### config.mk
export PLATFORM = sky130hd
export DESIGN_NAME = uart_serdes
export DESIGN_NICKNAME = d
export VERILOG_FILES = /design/src/rtl/uart_serdes.sv
export SDC_FILE = /design/constraint.sdc
export NUM_CORES = 1
export LEC_CHECK = 0
export ABC_AREA = 1
export CORE_MARGIN = 2
export CORE_UTILIZATION = 51
export DETAILED_ROUTE_END_ITERATION = 7
export MAX_ROUTING_LAYER = met4
export PLACE_DENSITY = 0.75
export SYNTH_ARGS = -nofsm -noshare
export SYNTH_HDL_FRONTEND = slang
export SYNTH_SLANG_ARGS = --single-unit
### constraint.sdc
create_clock -name internal_clk -period 1.29 [get_ports internal_clk]
set_clock_uncertainty 0.05 [all_clocks]
set_input_delay 0.3225 -clock internal_clk [delete_from_list [all_inputs] [get_ports internal_clk]]
set_output_delay 0.3225 -clock internal_clk [all_outputs]
set_load 0.005 [all_outputs]
### src/rtl/uart_serdes.sv
// uart_serdes: full-duplex UART serialiser/deserialiser in a single clock domain.
// Optional UART_PARITY_EN adds one even-parity bit per frame on both TX and RX.
module uart_serdes #(
  parameter int WORD_SIZE    = 8,
  parameter int CLKS_PER_BIT = 16,
  parameter int STOP_BITS    = 1
) (
  input  logic                 internal_clk,
  input  logic                 internal_rst_n,
  input  logic [WORD_SIZE-1:0] tx_data,
  input  logic                 tx_valid,
  output logic                 tx_ready,
  output logic                 tx_bit,
  input  logic                 rx_bit,
  output logic [WORD_SIZE-1:0] rx_data,
  output logic                 rx_valid,
  output logic                 rx_frame_err,
  output logic                 rx_parity_err
);
  // state     | meaning
  // IDLE      | TX: waiting for a word; RX: waiting for the line to go low
  // START     | start bit (RX: checked at mid-bit, glitches abort)
  // DATA      | data bits, LSB first
  // PARITY    | even parity bit (UART_PARITY_EN builds only)
  // STOP      | stop bit(s); RX reports the word at the first stop sample
  // WAIT_HIGH | RX only: line must return high before a new frame
  localparam int CW = $clog2(CLKS_PER_BIT);
  localparam int IW = $clog2(WORD_SIZE + 1);
  localparam logic [CW-1:0] BIT_LAST    = CW'(CLKS_PER_BIT - 1);
  localparam logic [CW-1:0] BIT_PRELAST = CW'(CLKS_PER_BIT - 2);
  localparam logic [CW-1:0] BIT_MID     = CW'(CLKS_PER_BIT / 2 - 1);
  localparam logic [IW-1:0] DATA_LAST   = IW'(WORD_SIZE - 1);
  localparam logic [IW-1:0] STOP_LAST   = IW'(STOP_BITS - 1);

  typedef enum logic [2:0] {
    S_IDLE, S_START, S_DATA, S_PARITY, S_STOP, S_WAIT_HIGH
  } state_t;

  state_t               tx_state;
  logic [CW-1:0]        tx_cnt;
  logic [IW-1:0]        tx_idx;
  logic [WORD_SIZE-1:0] tx_shift;
  logic                 tx_accept;
`ifdef UART_PARITY_EN
  logic                 tx_par;
`endif

  assign tx_accept = tx_valid & tx_ready;

  always_ff @(posedge internal_clk or negedge internal_rst_n) begin
    if (!internal_rst_n) begin
      tx_state <= S_IDLE;
      tx_cnt   <= '0;
      tx_idx   <= '0;
      tx_shift <= '0;
      tx_bit   <= 1'b1;
      tx_ready <= 1'b1;
`ifdef UART_PARITY_EN
      tx_par   <= 1'b0;
`endif
    end else if (tx_accept) begin
      tx_state <= S_START;
      tx_cnt   <= '0;
      tx_idx   <= '0;
      tx_shift <= tx_data;
      tx_bit   <= 1'b0;
      tx_ready <= 1'b0;
`ifdef UART_PARITY_EN
      tx_par   <= ^tx_data;
`endif
    end else if (tx_state != S_IDLE) begin
      tx_cnt <= (tx_cnt == BIT_LAST) ? '0 : tx_cnt + 1'b1;
      if (tx_cnt == BIT_LAST) begin
        case (tx_state)
          S_START: begin
            tx_state <= S_DATA;
            tx_bit   <= tx_shift[0];
          end
          S_DATA: begin
            if (tx_idx == DATA_LAST) begin
              tx_idx   <= '0;
`ifdef UART_PARITY_EN
              tx_state <= S_PARITY;
              tx_bit   <= tx_par;
`else
              tx_state <= S_STOP;
              tx_bit   <= 1'b1;
`endif
            end else begin
              tx_idx   <= tx_idx + 1'b1;
              tx_shift <= tx_shift >> 1;
              tx_bit   <= tx_shift[1];
            end
          end
          S_PARITY: begin
            tx_state <= S_STOP;
            tx_bit   <= 1'b1;
          end
          S_STOP: begin
            if (tx_idx == STOP_LAST) tx_state <= S_IDLE;
            else                     tx_idx   <= tx_idx + 1'b1;
          end
          default: tx_state <= S_IDLE;
        endcase
      end
      // Raise ready one cycle early so an accept lands exactly on the frame boundary
      if (tx_state == S_STOP && tx_idx == STOP_LAST && tx_cnt == BIT_PRELAST)
        tx_ready <= 1'b1;
    end
  end

  logic                 rx_s1, rx_s2;
  state_t               rx_state;
  logic [CW-1:0]        rx_cnt;
  logic [IW-1:0]        rx_idx;
  logic [WORD_SIZE-1:0] rx_shift;
`ifdef UART_PARITY_EN
  logic                 rx_par_bad;
`else
  assign rx_parity_err = 1'b0;
`endif

  // Synchroniser resets high so reset release never looks like a start bit
  always_ff @(posedge internal_clk or negedge internal_rst_n) begin
    if (!internal_rst_n) begin
      rx_s1 <= 1'b1;
      rx_s2 <= 1'b1;
    end else begin
      rx_s1 <= rx_bit;
      rx_s2 <= rx_s1;
    end
  end

  always_ff @(posedge internal_clk or negedge internal_rst_n) begin
    if (!internal_rst_n) begin
      rx_state     <= S_IDLE;
      rx_cnt       <= '0;
      rx_idx       <= '0;
      rx_shift     <= '0;
      rx_data      <= '0;
      rx_valid     <= 1'b0;
      rx_frame_err <= 1'b0;
`ifdef UART_PARITY_EN
      rx_par_bad    <= 1'b0;
      rx_parity_err <= 1'b0;
`endif
    end else begin
      rx_valid <= 1'b0;
      case (rx_state)
        S_IDLE: begin
          if (!rx_s2) begin
            rx_state <= S_START;
            rx_cnt   <= '0;
          end
        end
        S_START: begin
          if (rx_cnt == BIT_MID) begin
            rx_cnt   <= '0;
            rx_idx   <= '0;
            rx_state <= rx_s2 ? S_IDLE : S_DATA;
          end else rx_cnt <= rx_cnt + 1'b1;
        end
        S_DATA: begin
          if (rx_cnt == BIT_LAST) begin
            rx_cnt   <= '0;
            rx_shift <= {rx_s2, rx_shift[WORD_SIZE-1:1]};
            if (rx_idx == DATA_LAST) begin
              rx_idx <= '0;
`ifdef UART_PARITY_EN
              rx_state <= S_PARITY;
`else
              rx_state <= S_STOP;
`endif
            end else rx_idx <= rx_idx + 1'b1;
          end else rx_cnt <= rx_cnt + 1'b1;
        end
        S_PARITY: begin
          if (rx_cnt == BIT_LAST) begin
            rx_cnt   <= '0;
            rx_state <= S_STOP;
`ifdef UART_PARITY_EN
            rx_par_bad <= rx_s2 ^ (^rx_shift);
`endif
          end else rx_cnt <= rx_cnt + 1'b1;
        end
        S_STOP: begin
          if (rx_cnt == BIT_LAST) begin
            rx_cnt       <= '0;
            rx_data      <= rx_shift;
            rx_frame_err <= ~rx_s2;
            rx_valid     <= 1'b1;
            rx_state     <= S_WAIT_HIGH;
`ifdef UART_PARITY_EN
            rx_parity_err <= rx_par_bad;
`endif
          end else rx_cnt <= rx_cnt + 1'b1;
        end
        S_WAIT_HIGH: if (rx_s2) rx_state <= S_IDLE;
        default: rx_state <= S_IDLE;
      endcase
    end
  end
endmodule
* Word-level counts from Yosys, hierarchy flattened *
Cells that the tools add are included.

cells by class
  eq/ne operators = 26
  mux-type cells = 47
  bitwise gates (word level) = 2
  add/sub/neg operators = 4
  reductions and logical operators = 24

operators with widths
  kind                                           count
  2-to-1 mux 4 bit                               14
  2-to-1 mux 8 bit                               5
  2-to-1 mux 3 bit                               12
  case mux 3 bit (6 select lines)                1
  adder 4 x 1 -> 4 bit, second input constant    4
  inequality test 2 bit, second input constant   8
  case mux 4 bit (2 select lines)                2
  == test 3 x 2 -> 1 bit, second input constant  4
  == test 4 x 3 -> 1 bit, second input constant  3
  == test 4 bit, second input constant           3
  case mux 3 bit (4 select lines)                1
  case mux 4 bit (3 select lines)                1
  AND reduction 4 bit                            3
  nonzero test 2 bit                             5
  == test 3 bit, second input constant           3
  2-to-1 mux 1 bit                               9
  inequality test 3 bit, second input constant   3
  nonzero test 3 bit                             3
  AND reduction 2 bit                            4
  AND reduction 7 bit                            1
  == test 3 x 1 -> 1 bit, second input constant  2
  AND reduction 3 bit                            2
  zero test 4 bit                                1
  nonzero test 4 bit                             1
  7 further kinds                                8

storage, ports and cells
  flip-flop bits (word level) = 52
  word-level logic and storage cells = 118
  input bits = 12
  output and inout port bits = 13

* Logic depth before layout (Yosys ltp) *
  word-level depth = 6
  mapped depth = 10
  gate-level depth less buffers = 10

* Worst setup path after synthesis *
No wires, ideal clock.

  path type = register to register
  start point = reg rx_cnt[0]
  end point = reg rx_data[0]
  period minus slack after synthesis = 1.409 ns
  setup time = 0.125 ns
  data arrival time = 1.234 ns
  setup slack = -0.119 ns
  data required time = 1.115 ns
  cell stages (with the launch flop) = 5
  cells stage by stage = dfrtp_1 ha_1 nand3_4 nor2_8 mux2_2

on the way
  cells in the longest elaborated chain, start to end = 2

RTL lines
  element                        line  source
  from (decl)                    114   logic [CW-1:0] rx_cnt;
  from (signal assigned)         161   end else rx_cnt <= rx_cnt + 1'b1;
  from (signal assigned)         175   end else rx_cnt <= rx_cnt + 1'b1;
  from (signal assigned)         184   end else rx_cnt <= rx_cnt + 1'b1;
  == test 4 bit                  187   if (rx_cnt == BIT_LAST) begin
  AND reduction 2 bit (no line)  n/a
  to (signal assigned)           189   rx_data <= rx_shift;
  to (decl)                      15    output logic [WORD_SIZE-1:0] rx_data,

Every way passes these cells.
A chain may end at the register's enable or synchronous reset.

* Worst setup path after layout *
  start point = reg tx_ready
  end point = reg tx_state[1]

on the way
  cells in the longest elaborated chain, start to end = 3
  elaborated cells on any way between the ends = 7
  classes of those cells = eq/ne: 2; mux: 1; bitwise: 1; reduce/logical: 3

RTL lines
  element                                                                       line  source
  from (decl)                                                                   12    output logic tx_ready,
  from (signal assigned)                                                        57    tx_ready <= 1'b1;
  from (signal assigned)                                                        67    tx_ready <= 1'b0;
  from (signal assigned)                                                        108   tx_ready <= 1'b1;
  bitwise AND 1 bit *                                                           48    assign tx_accept = tx_valid & tx_ready;
  inequality test 3 bit (no line) / nonzero test 2 bit (equally long branches)  n/a
  AND reduction 4 bit (no line)                                                 n/a
  to (signal assigned)                                                          52    tx_state <= S_IDLE;
  to (signal assigned)                                                          62    tx_state <= S_START;
  to (signal assigned)                                                          76    tx_state <= S_DATA;
  to (decl)                                                                     39    state_t tx_state;

Every way passes the cells marked *; elsewhere a longest branch is shown, timed or not.

==> impl_metrics.ini <==
[clock_network]
clk_pin_slew_ns = 0.11
clock_latency_ns = 0.32
cts_sinks = 52
clk_root_buffer_cell = clkbuf_8
clockBufferDepth = 2
cts_buffers = 5
cts_tree = built
ctsHtreeMaxLevel = 2

[final_layout]
antennaDiodeCount = 0
finalNetCount = 448
syn_to_final_growth_pct = 56.82
fin_util_pct = 83.37
fillerInstances = 267
drive_above_1_share_pct = 52.44

[synthesis]
synth_cells = 321
synth.distinct_cells = 32
synth_warnings = 0
synth_area_um2 = 2715
ys_seq_area_share_pct = 48.11
syn_area_per_cell_um2 = 8.458
ys_seq_elements = 52
syn_nets = 339

[global_route]
grt_pass1_wl_um = 10630
grt_overflow_total = 0
antenna_found_initial = 0
grtUsageTotal_pct = 23.15
grt_pass1_vias = 2391
grt_start_max_net_pins = 34

[drt]
routedWlPerCell_um = 16.52
drtAntennaViolNets = 0
vias_per_cell = 5.255
finalWirelength_um = 8279
first_iter_violations = 234
dr.pass1.iters = 4
vias = 2633
wl_met3_um = 287
wl_met2_um = 4364
drc = 0
highest_layer = met4
drt-met1-wl_um = 3344

[worst_setup_path]
r2r_cells = 7
cp-end-kind = flip-flop
cp_data_arrival_time_ns = 1.68
crit_path_start_kind = flip-flop
crit_type = reg -> reg
worstPathRequired_ns = 1.43
ff2ff_setup_slack_ns = -0.26
cp_max_fo = 6
rr_endpoint = tx_state[1]
r2r_start = tx_ready

[timing]
finalSetupViolations = 50
hold_violations = 0
rsz0062_at_grt = yes
fin_ws_ns = -0.2567
period_needed_ns = 1.547
slew_violations = 0
max_freq_mhz = 646.5
post-route-period-util_pct = 119.9

[power]
leakagePower_nw = 2.049
power_density_nw_per_um2 = 1848
max-vdd-ir-drop_mv = 1.108

[min_path]
hold_class = reg -> reg
holdPathEnd = rx_s2
hold_depth = 0
hold_start = rx_s1

[floorplanning]
fp.dieW_um = 76.97
die_y_um = 76.97
start_util_pct = 53.16
core-area_um2 = 5107
rows = 26
dieArea_um2 = 5924
pin_count = 25

[flow_run]
drv_cap = 0

[status]
status = finished, violations left
violations = negative setup slack

[placed_design]
gp_congestion = 0.9061
post-place-ws_ns = -0.4243
hpwl_um = 4092
portBuffers = 23
[per-stage QoR]
step	hold slack, ns	setup TNS [ns]	std cells	power [mW]	area, µm²
6_report	0.3237	-5.565	501	7.869	4258
5_1_grt	0.3309	-8.226	501	8.308	4258
4_1_cts	0.3147	-2.517	487	6.844	3882
3_5_place_dp	0.2660	-8.780	461	5.277	3465
3_3_place_gp	0.2551	-7.816	461	5.148	3465
2_1_floorplan	-0.02309	-0.7074	321	4.028	2778
[cells in the mapped netlist]
cell type,n,area (µm²)
xor2_1,4,35.03
nand3_4,2,35.03
nand3_1,23,115.1
inv_2,5,18.77
nor2_4,1,11.26
a21oi_1,9,45.04
ha_1,6,75.07
nor2_1,22,82.58
o22ai_1,2,12.51
buf_4,1,7.510
and3_1,1,6.260
o21ai_1,6,30.03
o21ai_2,7,61.31
buf_6,4,45.04
dfrtp_1,48,1201
nand2_2,2,12.51
nor3b_1,1,7.510
mux2i_1,1,10.01
a21oi_2,3,26.28
conb_1,1,3.750
nor2_2,4,25.02
buf_2,3,15.01
a21oi_4,1,16.27
inv_1,33,123.9
mux2_2,2,22.52
dfstp_2,4,105.1
nand4_1,5,31.28
nand2_4,2,22.52
nand3_2,1,10.01
nor2_8,2,40.04
o21ai_0,24,120.1
nand2_1,91,341.6
[state kept, by name, indices dropped and copies added, names as in the netlist]
signal,flops
tx_bit,1
rx_cnt,4
rx_state,3
rx_shift,8
tx_cnt,4
tx_ready,1
rx_s2,1
tx_shift,8
tx_state,3
rx_data,8
rx_frame_err,1
rx_valid,1
rx_idx,4
tx_idx,4
rx_s1,1
[final cells by class]
class / count / area (µm²) / area share (%)
clock buffer: 5 / 68.82 / 1.616
clock inverter: 3 / 21.27 / 0.4996
inverter: 38 / 152.6 / 3.585
multi-input combinational: 224 / 1660 / 38.99
sequential: 52 / 1311 / 30.80
tap: 70 / 87.58 / 2.057
timing repair buffer: 109 / 955.9 / 22.45
[routing by layer]
layer  track usage, %  vias up
met5                -        -
met4            8.182        0
met3            3.176       27
met2            39.12       79
met1            28.52     1280
li1                 -     1247
[repair_timing]
item / in CTS / in global routing
pin swaps: 18 / 24
hold buffers: 1 / 0
resized for setup: 92 / 88
gates cloned: 1 / 1
endpoints found under the setup margin: 60 / 56
endpoints found under the hold margin: 48 / 0
setup buffers: 18 / 15
[power breakdown]
group | internal [mW] | leakage, nW | switching (mW)
Combinational | 2.12 | 1.34 | 2.36
Sequential | 2.04 | 0.663 | 0.352
Clock | 0.387 | 0.0445 | 0.609
Total | 4.55 | 2.05 | 3.32
[kinds of logic (layout without fill, tap and decap cells)]
group | after synthesis | count (layout) | share of synthesized area [%]
and+or+nand+nor | 157 | 158 | 27.28
buffers and inverters | 46 | 155 | 7.742
adders and majority gates | 6 | 6 | 2.765
muxes | 3 | 3 | 1.198
AOI/OAI and AO/OA | 52 | 52 | 11.48
xor gates and xnor gates | 4 | 4 | 1.290
DFF | 52 | 52 | 48.11
other | 1 | 1 | 0.1381
[worst max-delay path, stage by stage, from the launching register on]
cell,delay [ns]
dfstp_2,0.55
buf_6,0.11
nand2_8,0.07
buf_6,0.14
nand3_1,0.09
nand3_2,0.14
nand2_1,0.12
o21ai_0,0.13
[worst max-delay path by stage]
stage	from	slack, ns	endpoint	cells after the start
after floorplan	tx_idx[1]	-0.08	tx_shift[5]	9
after global placement	tx_valid	-0.38	tx_state[2]	7
after detailed placement	tx_valid	-0.42	tx_shift[6]	8
after CTS	tx_ready	-0.15	tx_shift[6]	8
after global routing	tx_ready	-0.30	tx_state[2]	6
final	tx_ready	-0.26	tx_state[1]	7
[cells in the final DEF (no fill, tap or decap), types with 2 or more instances in the layout]
cell type	count
a21oi_1	3
a21oi_2	7
a21oi_4	3
buf_12	4
buf_2	7
buf_4	61
buf_6	18
clkbuf_2	6
clkbuf_8	5
clkdlybuf4s50_1	10
dfrtp_1	44
dfrtp_2	4
dfstp_2	4
ha_4	4
inv_1	28
inv_2	7
inv_4	2
inv_6	2
mux2_4	2
nand2_1	57
nand2_2	24
nand2_4	13
nand3_1	15
nand3_2	5
nand3_4	7
nand4_1	5
nor2_1	8
nor2_2	7
nor2_4	12
nor2_8	2
o21ai_0	10
o21ai_1	16
o21ai_2	11
o22ai_2	2
xor2_1	4
No activity file was read; power rests on OpenSTA's default activity.
